File: config.mk
export PLATFORM = sky130hd
export DESIGN_NAME = rom_port_arbiter_flat
export DESIGN_NICKNAME = d
export VERILOG_FILES = /design/src/rtl/rom_arb_pkg.sv /design/src/rtl/rom_port_arbiter_if.sv /design/src/rtl/rom_port_arbiter.sv /design/src/flat_wrapper.sv
export SDC_FILE = /design/constraint.sdc
export NUM_CORES = 1
export LEC_CHECK = 0
export ABC_AREA = 1
export CAP_MARGIN = 20
export CORE_UTILIZATION = 25
export CTS_BUF_LIST = sky130_fd_sc_hd__clkbuf_8
export DETAILED_ROUTE_END_ITERATION = 7
export SYNTH_ARGS = -nofsm -noshare
export SYNTH_HDL_FRONTEND = slang
export SYNTH_SLANG_ARGS = --single-unit
File: constraint.sdc
create_clock -name clk -period 2 [get_ports clk]
set_input_delay 0.2 -clock clk [delete_from_list [all_inputs] [get_ports clk]]
set_output_delay 0.2 -clock clk [all_outputs]
set_load 0.02 [all_outputs]
File: src/rtl/rom_arb_pkg.sv
// rom_arb_pkg: shared types and constants for the ROM port arbiter
package rom_arb_pkg;
  typedef enum logic [1:0] {RSP_NONE, RSP_IF, RSP_D} rsp_state_t;
  localparam int WORD_BYTES = 4;
  localparam int DEPTH_DEF = 512;
  localparam int ROM_BYTES = DEPTH_DEF * WORD_BYTES;
endpackage

File: src/rtl/rom_port_arbiter_if.sv
// rom_port_arbiter_if: fetch and data read ports into the shared ROM
interface rom_port_arbiter_if #(parameter int ADDR_W = 12);
  logic              if_req;
  logic [ADDR_W-1:0] if_addr;
  logic              if_gnt;
  logic              if_rvalid;
  logic [31:0]       if_rdata;
  logic              d_req;
  logic [ADDR_W-1:0] d_addr;
  logic              d_gnt;
  logic              d_rvalid;
  logic [31:0]       d_rdata;
  logic              d_err;
  modport master (
    output if_req, if_addr, d_req, d_addr,
    input  if_gnt, if_rvalid, if_rdata, d_gnt, d_rvalid, d_rdata, d_err
  );
  modport slave (
    input  if_req, if_addr, d_req, d_addr,
    output if_gnt, if_rvalid, if_rdata, d_gnt, d_rvalid, d_rdata, d_err
  );
endinterface

File: src/rtl/rom_port_arbiter.sv
// rom_port_arbiter: shares one ROM between fetch and data reads with bounded fetch starvation
module rom_port_arbiter
  import rom_arb_pkg::*;
#(
  parameter int ADDR_W   = 12,
  parameter int DEPTH    = 512,
  parameter int MAX_WAIT = 4
) (
  input  logic              clk,
  input  logic              reset,
  rom_port_arbiter_if.slave bus,
  output logic [ADDR_W-1:0] rom_addr,
  input  logic [31:0]       rom_data
);
  localparam logic [3:0] MW = 4'(MAX_WAIT);
  rsp_state_t        rsp_q, rsp_d;
  logic [3:0]        starve_q, starve_d;
  logic [ADDR_W-1:0] last_addr_q, last_addr_d, gnt_addr;
  logic [31:0]       if_rdata_q, if_rdata_d, d_rdata_q, d_rdata_d;
  logic              d_err_q, d_err_d, d_bad;
  always_comb begin
    d_bad = bus.d_addr[1:0] != 2'b00 || 32'(bus.d_addr[ADDR_W-1:2]) >= 32'(DEPTH);
    bus.d_gnt = bus.d_req && !(bus.if_req && starve_q == MW);
    bus.if_gnt = bus.if_req && !bus.d_gnt;
    gnt_addr = bus.if_gnt ? bus.if_addr : bus.d_addr;
    // idle cycles replay the last address so the ROM output stays stable
    rom_addr = (bus.if_gnt || bus.d_gnt) ? (gnt_addr & ~ADDR_W'(3)) : last_addr_q;
    last_addr_d = rom_addr;
    starve_d = (!bus.if_req || bus.if_gnt) ? 4'd0 : (starve_q == MW ? MW : starve_q + 4'd1);
    rsp_d = bus.if_gnt ? RSP_IF : (bus.d_gnt ? RSP_D : RSP_NONE);
    if_rdata_d = bus.if_gnt ? rom_data : if_rdata_q;
    d_rdata_d = bus.d_gnt ? (d_bad ? 32'd0 : rom_data) : d_rdata_q;
    d_err_d = bus.d_gnt && d_bad;
  end
  always_ff @(posedge clk) begin
    if (reset) begin
      rsp_q       <= RSP_NONE;
      starve_q    <= '0;
      last_addr_q <= '0;
      if_rdata_q  <= '0;
      d_rdata_q   <= '0;
      d_err_q     <= 1'b0;
    end else begin
      rsp_q       <= rsp_d;
      starve_q    <= starve_d;
      last_addr_q <= last_addr_d;
      if_rdata_q  <= if_rdata_d;
      d_rdata_q   <= d_rdata_d;
      d_err_q     <= d_err_d;
    end
  end
  always_comb begin
    bus.if_rvalid = rsp_q == RSP_IF;
    bus.d_rvalid  = rsp_q == RSP_D;
    bus.if_rdata  = if_rdata_q;
    bus.d_rdata   = d_rdata_q;
    bus.d_err     = d_err_q;
  end
endmodule

File: src/flat_wrapper.sv
// flat-port wrapper written by rule: the top's interface ports become plain ports
module rom_port_arbiter_flat import rom_arb_pkg::*;
#(
  parameter int ADDR_W   = 12,
  parameter int DEPTH    = 512,
  parameter int MAX_WAIT = 4
)
  (clk, reset, rom_addr, rom_data, bus_if_req, bus_if_addr, bus_d_req, bus_d_addr, bus_if_gnt, bus_if_rvalid, bus_if_rdata, bus_d_gnt, bus_d_rvalid, bus_d_rdata, bus_d_err);
  rom_port_arbiter_if #(.ADDR_W(ADDR_W)) bus_i ();
  input  logic clk;
  input  logic reset;
  output logic [ADDR_W-1:0] rom_addr;
  input  logic [31:0] rom_data;
  input wire logic [$bits(bus_i.if_req)-1:0] bus_if_req;
  input wire logic [$bits(bus_i.if_addr)-1:0] bus_if_addr;
  input wire logic [$bits(bus_i.d_req)-1:0] bus_d_req;
  input wire logic [$bits(bus_i.d_addr)-1:0] bus_d_addr;
  output wire logic [$bits(bus_i.if_gnt)-1:0] bus_if_gnt;
  output wire logic [$bits(bus_i.if_rvalid)-1:0] bus_if_rvalid;
  output wire logic [$bits(bus_i.if_rdata)-1:0] bus_if_rdata;
  output wire logic [$bits(bus_i.d_gnt)-1:0] bus_d_gnt;
  output wire logic [$bits(bus_i.d_rvalid)-1:0] bus_d_rvalid;
  output wire logic [$bits(bus_i.d_rdata)-1:0] bus_d_rdata;
  output wire logic [$bits(bus_i.d_err)-1:0] bus_d_err;
  assign bus_i.if_req = bus_if_req;
  assign bus_i.if_addr = bus_if_addr;
  assign bus_i.d_req = bus_d_req;
  assign bus_i.d_addr = bus_d_addr;
  assign bus_if_gnt = bus_i.if_gnt;
  assign bus_if_rvalid = bus_i.if_rvalid;
  assign bus_if_rdata = bus_i.if_rdata;
  assign bus_d_gnt = bus_i.d_gnt;
  assign bus_d_rvalid = bus_i.d_rvalid;
  assign bus_d_rdata = bus_i.d_rdata;
  assign bus_d_err = bus_i.d_err;
  rom_port_arbiter #(.ADDR_W(ADDR_W), .DEPTH(DEPTH), .MAX_WAIT(MAX_WAIT)) u_core (.clk(clk), .reset(reset), .bus(bus_i), .rom_addr(rom_addr), .rom_data(rom_data));
endmodule
==> flow_metrics.py <==
metrics = {
    "timing": {
        "slew_viol_final": 0,
        "slew_headroom": 0.645,
        "hold_viol_final": 0,
        "finalCriticalPeriod_ns": 1.94,
        "rsz0062_at_grt": "true",
        "fmax_ghz": 0.515,
        "fin_skew_ns": 0.0132,
        "setup-violations-final": 0,
        "fin_hold_ws_ns": 0.414,
        "fin_crit_sh": 0.972,
        "worst_slew_pin_slew_ns": 0.530,
        "fin_ws_ns": 0.0567,
    },
    "worst_setup_path": {
        "cp-end-kind": "primary output",
        "worst_path_largest_cell_delay_ns": 0.34,
        "start_kind": "flop",
        "rrSetupSlack_ns": 0.20,
        "cp.depth": 10,
        "critical_path.n_buffers_inverters": 4,
        "path_delay_family": "buffers and inverters",
        "crit_path_frequent_cell": "nor2_1",
        "crit_required_ns": 1.80,
        "worst_ep_arrival_time_ns": 1.74,
        "cp_slowest_cell": "dfxtp_2",
        "crit_chain": "inv_2 > ha_4 > nand2_4 > nor2_4 > o21bai_4 > clkbuf_16 > nor2_1 > nor2_1 > inv_1 > buf_2",
        "cp_max_fo": 6,
        "path_class": "flop to primary output",
        "r2r_cells": 8,
    },
    "global_routing": {
        "antenna_found_initial": 0,
        "grt_max_degree": 34,
        "grt_overflow": 0,
        "track_usage": 0.162,
        "grt_pass1_vias": 3256,
        "grt_pass1_wl_um": 16500,
    },
    "layout": {
        "instances_no_fill": 759,
        "nNetsFinal": 648,
        "regArea_um2": 1660,
        "multi_input_area_um2": 1330,
        "final_common_cell": "clkdlybuf4s50_1",
        "fillers": 1269,
        "drive_above_1_share": 0.157,
        "syn2layout_area_growth_pct": 65.0,
        "layout_common_cells": "clkdlybuf4s50_1 (124), nand2_1 (117), nand3_1 (107)",
        "num_antenna_cells": 0,
        "final_core_util": 0.429,
    },
    "drt": {
        "drtPass1Iterations": 4,
        "wirelength_um": 10500,
        "vias": 3298,
        "viasPerCell": 4.35,
        "drtIter0Drc": 183,
        "antenna_left": 0,
        "drc": 0,
        "routedWlPerCell_um": 13.8,
    },
    "clock_tree": {
        "htree_levels": 3,
        "clock_latency_ns": 0.35,
        "clk_pin_slew_ns": 0.09,
        "cts_buffers": 9,
        "max-clock-path-buffers": 2,
        "hold_buffers": 0,
        "cts_root_buffer": "clkbuf_8",
        "cts.sinks": 83,
        "cts_tree": "built",
    },
    "placed_design": {
        "place_ws_ns": -0.211,
        "numPlacedInstances": 727,
        "gp_congestion": 0.746,
        "hpwl_um": 6810,
        "port_buffers": 138,
    },
    "synth": {
        "netlist-cell-type-count": 20,
        "syn_inst": 423,
        "yosys.area.top_type": "dfxtp_1",
        "yosys_register_bits": 83,
        "syn_area_um2": 3170,
        "synth_top_area_share": 0.524,
        "synth_fp_nets": 485,
        "ys_seq_area_frac": 0.524,
        "synth_area_leaders": "dfxtp_1 (52%), nand3_1 (17%), nand2_1 (14%)",
        "synth-warning-count": 0,
        "syn_area_per_cell_um2": 7.50,
        "synth_edf_count": 0,
        "ys.flop_type": "dfxtp_1",
        "async_reset_ff_frac": 0,
    },
    "job": {
        "drv.max_cap_violation_count": 0,
    },
    "power": {
        "power.density_nw_per_um2": 664,
        "pwr-share-seq": 0.500,
        "switchingPower_mw": 0.959,
        "p_sw_frac": 0.276,
        "ir_drop_uv": 315,
        "power.share.combinational": 0.182,
        "pwr-share-clk": 0.318,
        "internal_power_mw": 2.52,
        "p_leak_nw": 2.40,
    },
    "worst_hold_path": {
        "hp-class": "input port to flop",
        "hold_depth": 3,
    },
    "floorplan": {
        "core_area_um2": 12200,
        "num_rows": 40,
        "initial_core_util": 0.260,
        "dieArea_um2": 13100,
        "die_w_um": 115,
        "fp.dieH_um": 115,
        "ios": 141,
    },
    "status": {
        "status": "finished clean",
    },
}
-- worst paths after layout --
check | from | endpoint
worst max-delay path | u_core.starve_q[0]$_SDFF_PP0_ | rom_addr[2]
worst max register to register | u_core.starve_q[0]$_SDFF_PP0_ | u_core.starve_q[2]$_SDFF_PP0_
worst min register to register | u_core.last_addr_q[1]$_SDFF_PP0_ | u_core.last_addr_q[1]$_SDFF_PP0_
worst min-delay path | rom_data[14] | u_core.bus.if_rdata[14]$_SDFFE_PP0P_
-- registers in the layout, indices dropped and copies added, names as in the netlist --
register	flops
u_core.last_addr_q	12
u_core.rsp_q	2
u_core.starve_q	4
u_core.bus.d_rdata	32
u_core.bus.if_rdata	32
u_core.bus.d_err	1
-- stage by stage --
stage	cell area [um2]	setup TNS, ns	power [mW]
3_5_place_dp	4840	-6.77	2.35
2_1_floorplan	3170	0	2.01
3_3_place_gp	4840	-5.50	2.35
4_1_cts	5050	-0.179	3.47
5_1_grt	5230	-0.120	3.66
6_report	5230	0	3.48
-- worst min-delay path, stage by stage --
cell             delay, ns
clkdlybuf4s50_1       0.42
nand2_1               0.07
nand2_1               0.04
-- cells by family after synthesis --
group                      Yosys count  synth area share
buffers and inverters               62            0.0824
adders and majority gates            2           0.00789
AOI/OAI and AO/OA                    2           0.00749
DFF                                 83             0.524
xor gates and xnor gates             2           0.00552
and+or+nand+nor                    272             0.373
-- synthesized netlist by cell type (all sizes together), types with 2 or more instances --
cell type and number:
nand2 119, nand3 107, dfxtp 83, nor2 41, inv 35, buf 19
clkbuf 8, nor3 4, ha 2
-- power groups by stage --
stage | Clock [mW] | Sequential (mW) | Combinational, mW
2_1_floorplan | 0 | 1.82 | 0.189
3_3_place_gp | 0 | 1.77 | 0.575
3_5_place_dp | 0 | 1.78 | 0.576
4_1_cts | 1.14 | 1.74 | 0.588
5_1_grt | 1.23 | 1.75 | 0.682
6_report | 1.11 | 1.74 | 0.631
-- area by class of cell --
class,instances,area share
clock inverter,6,0.00789
tap,168,0.0402
timing repair buffer,177,0.328
sequential,83,0.318
multi-input combinational,280,0.254
inverter,35,0.0251
clock buffer,10,0.0263
-- routing by layer --
layer / share of wire / global-route usage
met5: 0 / 0
met3: 0.082 / 0.0662
met4: 0.0090 / 0.0312
met1: 0.44 / 0.196
met2: 0.47 / 0.269
-- what timing repair did --
item | in CTS | in global routing
setup buffers | 6 | 7
resized for setup | 49 | 41
pin swaps | 7 | 13
setup endpoints to repair | 50 | 34
gates cloned | 2 | 1
No activity file was read; power rests on OpenSTA's default activity.
